==> src/rtl/addn_tree_acc.sv <==
// Pipelined NUM_IN-input adder tree with an optional running accumulator and a sticky overflow flag.
// Latency: LOG2N+2 cycles from the sampling edge to OUT_VALID/SUM_OUT; one result per cycle.
// No backpressure: one input set is accepted every cycle, and every valid set produces one output pulse.
module addn_tree_acc #(
  parameter int WIDTH     = 46,
  parameter int NUM_IN    = 4,
  parameter int LOG2N     = 2,
  parameter int ACC_GUARD = 0,
  parameter int SIGNED    = 0,
  localparam int OUT_W    = WIDTH + LOG2N + ACC_GUARD
) (
  input  logic                    CLK,
  input  logic                    RST,
  input  logic                    IN_VALID,
  input  logic [NUM_IN*WIDTH-1:0] DIN_BUS,
  input  logic                    ACC_EN,
  input  logic                    ACC_CLR,
  output logic                    OUT_VALID,
  output logic [OUT_W-1:0]        SUM_OUT,
  output logic                    OVF
);

  // All tree levels live in one flat array: level s starts at lvl_off(s)
  // and holds NUM_IN >> s partial sums; the last element is the tree sum.
  localparam int NODES = 2 * NUM_IN - 1;

  function automatic int lvl_off(input int s);
    return 2 * NUM_IN - 2 * (NUM_IN >> s);
  endfunction

  function automatic logic [OUT_W-1:0] ext(input logic [WIDTH-1:0] x);
    if (SIGNED != 0) return {{(OUT_W - WIDTH){x[WIDTH-1]}}, x};
    return {{(OUT_W - WIDTH){1'b0}}, x};
  endfunction

  if (NUM_IN < 2 || NUM_IN > 16 || (1 << LOG2N) != NUM_IN) begin : g_bad_param
    $error("addn_tree_acc: NUM_IN must be a power of two in 2..16 and LOG2N = log2(NUM_IN)");
  end

  logic [OUT_W-1:0] node [NODES];
  logic [LOG2N:0]   vld_p;
  logic [LOG2N:0]   en_p;
  logic [LOG2N:0]   clr_p;
  logic [OUT_W-1:0] tree_sum;

  // Accumulator stage state, retimed once more into the output registers.
  logic [OUT_W-1:0] acc_q;
  logic             ovf_q;
  logic             acc_vld;
  logic [OUT_W:0]   acc_full;
  logic             acc_ovf;

  // Stage 0: capture and extend every operand to the output width.
  always_ff @(posedge CLK) begin
    for (int k = 0; k < NUM_IN; k++) begin
      if (RST) node[k] <= '0;
      else     node[k] <= ext(DIN_BUS[k*WIDTH +: WIDTH]);
    end
  end

  // Control tags ride alongside the data so each set keeps its own mode bits.
  always_ff @(posedge CLK) begin
    if (RST) begin
      vld_p <= '0;
      en_p  <= '0;
      clr_p <= '0;
    end else begin
      vld_p[0] <= IN_VALID;
      en_p[0]  <= ACC_EN;
      clr_p[0] <= ACC_CLR;
      for (int s = 1; s <= LOG2N; s++) begin
        vld_p[s] <= vld_p[s-1];
        en_p[s]  <= en_p[s-1];
        clr_p[s] <= clr_p[s-1];
      end
    end
  end

  for (genvar s = 1; s <= LOG2N; s++) begin : g_lvl
    localparam int OFF_IN  = lvl_off(s - 1);
    localparam int OFF_OUT = lvl_off(s);
    localparam int N       = NUM_IN >> s;

    // Stage s: add adjacent pairs from the previous level; width headroom means no overflow.
    always_ff @(posedge CLK) begin
      for (int k = 0; k < N; k++) begin
        if (RST) node[OFF_OUT + k] <= '0;
        else     node[OFF_OUT + k] <= node[OFF_IN + 2*k] + node[OFF_IN + 2*k + 1];
      end
    end
  end

  assign tree_sum = node[NODES-1];

  // Accumulate adder with carry and signed-overflow detection.
  always_comb begin
    acc_full = {1'b0, acc_q} + {1'b0, tree_sum};
    if (SIGNED != 0)
      acc_ovf = (acc_q[OUT_W-1] == tree_sum[OUT_W-1]) &&
                (acc_full[OUT_W-1] != acc_q[OUT_W-1]);
    else
      acc_ovf = acc_full[OUT_W];
  end

  // Accumulator: single-cycle feedback so back-to-back accumulates chain at full rate.
  always_ff @(posedge CLK) begin
    if (RST) begin
      acc_q   <= '0;
      ovf_q   <= 1'b0;
      acc_vld <= 1'b0;
    end else begin
      acc_vld <= vld_p[LOG2N];
      if (vld_p[LOG2N]) begin
        if (!en_p[LOG2N]) begin
          acc_q <= tree_sum;
        end else if (clr_p[LOG2N]) begin
          acc_q <= tree_sum;
          ovf_q <= 1'b0;
        end else begin
          acc_q <= acc_full[OUT_W-1:0];
          ovf_q <= ovf_q | acc_ovf;
        end
      end
    end
  end

  // Output register: acc_q/ovf_q only move on valid tags, so the outputs hold between results.
  always_ff @(posedge CLK) begin
    if (RST) begin
      OUT_VALID <= 1'b0;
      SUM_OUT   <= '0;
      OVF       <= 1'b0;
    end else begin
      OUT_VALID <= acc_vld;
      SUM_OUT   <= acc_q;
      OVF       <= ovf_q;
    end
  end

endmodule

==> config.mk <==
export PLATFORM = sky130hd
export DESIGN_NAME = addn_tree_acc
export DESIGN_NICKNAME = d
export VERILOG_FILES = /design/src/rtl/addn_tree_acc.sv
export SDC_FILE = /design/constraint.sdc
export NUM_CORES = 1
export LEC_CHECK = 0
export ABC_AREA = 1
export CAP_MARGIN = 20
export CORE_MARGIN = 2
export CORE_UTILIZATION = 40
export DETAILED_ROUTE_END_ITERATION = 12
export RECOVER_POWER = 50
export SYNTH_ARGS = -nofsm -noshare
export SYNTH_HDL_FRONTEND = slang
export SYNTH_SLANG_ARGS = --single-unit
==> constraint.sdc <==
create_clock -name CLK -period 4.97 [get_ports CLK]
set_clock_uncertainty 0.05 [all_clocks]
set_input_delay 0.497 -clock CLK [delete_from_list [all_inputs] [get_ports CLK]]
set_output_delay 0.497 -clock CLK [all_outputs]
set_load 0.02 [all_outputs]
==> results.toml <==
[yosys]
synth_ff_type = "dfxtp_1"
synth_top_cells_by_area = "dfxtp_1, nand2_1, inv_1, nor2_1, ha_1"
syn_inst = 4373
ys_seq_area_share_pct = 32.5
avgSynthCellArea_um2 = 6.12
async_reset_ff_share_pct = 0
synth_edf_count = 0
syn_nets = 4753
synth_area_mm2 = 0.0268
synth_top_cell_area_share_pct = 32.5
yosys.area.top_type = "dfxtp_1"
ys_warn_count = 0
ys_types = 44
ys_seq_elements = 435

[floorplan]
rows = 94
die_y_um = 263
initial_core_util_pct = 40.6
ios = 239
die_area_mm2 = 0.0690
core_area_mm2 = 0.0660
die_width_um = 263

[timing]
period_minus_slack_ns = 2.93
rsz0062_at_grt = "false"
setup_viol_count_final = 0
fin_ws_ns = 2.04
min_period_over_period_pct = 59.0
tns_ns = 0
tightestPinTransition_ns = 1.76
max-slew-margin-rel_pct = -17.3
maxSlewViolCount = 96
fmax_ghz = 0.341
hold_viol = 0

[cts]
ctsHoldBuffers = 0
worst_skew_pair.late_latency_ns = 0.61
postCtsResizedCells = 0
cts_tree = "built"
cts_buffers = 49
root_buffer = "clkbuf_16"
clkSinkCount = 435
cts_buffer_depth = 3
cts_max_level = 2
clk_pin_slew_ns = 0.06
cts_setup_buffers = 0

[finish]
drive_gt1_share_pct = 3.33
fillers = 7054
diodes = 0
stdcell_area_mm2 = 0.0318
finalNetCount = 4987
multiInputGateArea_mm2 = 0.0147
areaGrowthSynthToFinish_pct = 18.8
seq_area_mm2 = 0.00871

[critical_path]
crit_fanout = 23
path_buf_inv = 3
worst_setup_path_start_kind = "flop"
cpPeakStageDelay_ns = 0.90
path_common_cell = "nor2_1"
cp_slowest_cell = "clkbuf_1"
critical_path_arrival_ns = 3.42
critical_path_class = "reg2reg"
path_cells = "inv_2, nor2_1, clkbuf_1, inv_1, nor2_1, o21ai_0, nand2_1"
r2r_setup_slack_ns = 2.04
worst_ep_required_time_ns = 5.46
cp-end-kind = "flop"
critPathTopFamily = "buffers and inverters"

[pwr]
power_density_mw_per_mm2 = 293
p_int_w = 0.00664
p_comb_share_pct = 16.3
power_frac_seq_pct = 41.5
switching_share_pct = 28.8
switchingPower_w = 0.00268
ir_worst_vdd_v = 0.000297
pwr-share-clk_pct = 42.3
p_leak_nw = 16.6

[place]
gp_congestion = 0.987
pre_cts_slack_ns = 2.20
placed_area_mm2 = 0.0300
io_buffers = 238
dp_hpwl_um = 72600

[route]
drc = 0
via_count = 26400
ant_nets = 0
first_pass_iters = 6
postRouteWirelength_um = 87500
via_per_inst = 4.79
drtIter0Drc = 1634
wl_per_cell_um = 15.9

[grt]
grt_pass1_wl_um = 138000
grt_max_degree = 106
grt_pass1_vias = 25800
antenna_found_initial = 1
grt-ovfl-total = 0
grtUsageTotal_pct = 25.3

[worst_hold_path]
hold_class = "in2reg"

[outcome]
status = "finished, violations left"
violations = "max-capacitance violations, max-slew violations"

[flow_run]
cap_violations = 1
## cell type report
type                       instances  area share, %
clock inverter                    29           1.27
tap                              864           3.40
timing repair buffer             245           7.71
multi-input combinational       3052           46.2
inverter                         824           9.73
sequential                       435           27.4
clock buffer                      63           4.27
## worst min-delay path, stage by stage
cell and delay (ns):
clkdlybuf4s50_1 0.39, inv_1 0.05, nor2_1 0.03
## cells in the final DEF, fill, tap and decap left out, types with 4 or more instances in the layout
master / Yosys / layout
clkbuf_1: 38 / 7
buf_4: 0 / 4
fa_1: 4 / 4
nor2_2: 14 / 14
nand2_1: 1246 / 1246
o21bai_1: 13 / 13
clkdlybuf4s50_1: 0 / 237
a21oi_2: 4 / 4
clkinv_4: 0 / 4
nand3_1: 168 / 169
a31oi_1: 4 / 4
clkbuf_16: 0 / 49
o211ai_1: 13 / 13
o21ai_1: 16 / 16
dfxtp_1: 435 / 435
ha_1: 187 / 187
o21ai_2: 4 / 4
nand2_2: 17 / 17
nor4_1: 7 / 7
nor3_1: 28 / 28
inv_1: 813 / 811
inv_6: 0 / 4
bufinv_16: 0 / 8
clkinv_2: 0 / 10
clkbuf_8: 0 / 9
xor2_1: 13 / 13
o21ai_0: 191 / 191
a21o_1: 24 / 24
nor2_1: 742 / 742
inv_2: 11 / 11
nand4_1: 29 / 29
and2_1: 6 / 6
xnor2_1: 12 / 12
a21oi_1: 281 / 281
o21a_1: 5 / 5
## routing by layer
metal	global-route usage (%)	routed length, µm
met5	0	0
met1	31.7	38800
met3	2.64	4060
met2	44.5	41200
met4	9.58	3430
## cells in the mapped netlist, drive strengths merged (3+ instances only)
library cell / instances
a21boi: 3
a21o: 24
a21oi: 285
a31oi: 4
and2: 6
and3: 3
buf: 24
clkbuf: 38
dfxtp: 435
fa: 4
ha: 187
inv: 824
nand2: 1264
nand3: 172
nand4: 29
nor2: 757
nor3: 29
nor4: 7
o211ai: 14
o21a: 5
o21ai: 213
o21bai: 13
xnor2: 12
xor2: 13
## logic make-up after synthesis
kind of cell             count (synthesis)  synth area share, %
AO/OA/AOI/OAI                          565                 11.4
XOR/XNOR                                25                0.818
adder cells (fa/ha/maj)                191                 9.04
buffers and inverters                  886                 12.5
flip-flops                             435                 32.5
AND/OR/NAND/NOR                       2271                 33.7
## flip-flops by register name, indices dropped and copies added (netlist names)
name and cells:
acc_q 48, SUM_OUT 48, OVF 1, en_p 3, node 326, OUT_VALID 1, ovf_q 1, acc_vld 1
vld_p 3, clr_p 3
## final timing paths
check / startpoint / to / cells past startpoint
setup / recovery: vld_p[2] / acc_q[24] / 7
hold / removal: DIN_BUS[132] / node[2][40] / 3
setup reg to reg: vld_p[2] / acc_q[24] / 7
hold reg to reg: vld_p[1] / vld_p[2] / 2
## power by group through the flow
stage / sequential [W] / combinational, W / clock, W
after floorplan: 0.00384 / 0.000990 / 0
after global placement: 0.00395 / 0.00150 / 0
after detailed placement: 0.00394 / 0.00150 / 0
after CTS: 0.00386 / 0.00151 / 0.00403
after global routing: 0.00388 / 0.00172 / 0.00418
final: 0.00386 / 0.00152 / 0.00394
## per-stage QoR
stage               hold WS, ns  util (%)  total power [W]  instances
global route              0.336      48.2          0.00977       5512
global placement          0.345      45.5          0.00544       5419
floorplan                 0.338         -          0.00483       4373
finish                    0.349      48.2          0.00932       5512
CTS                       0.325      48.2          0.00941       5511
detailed placement        0.346      45.5          0.00545       5419
Power figures use the tool's default switching activity.
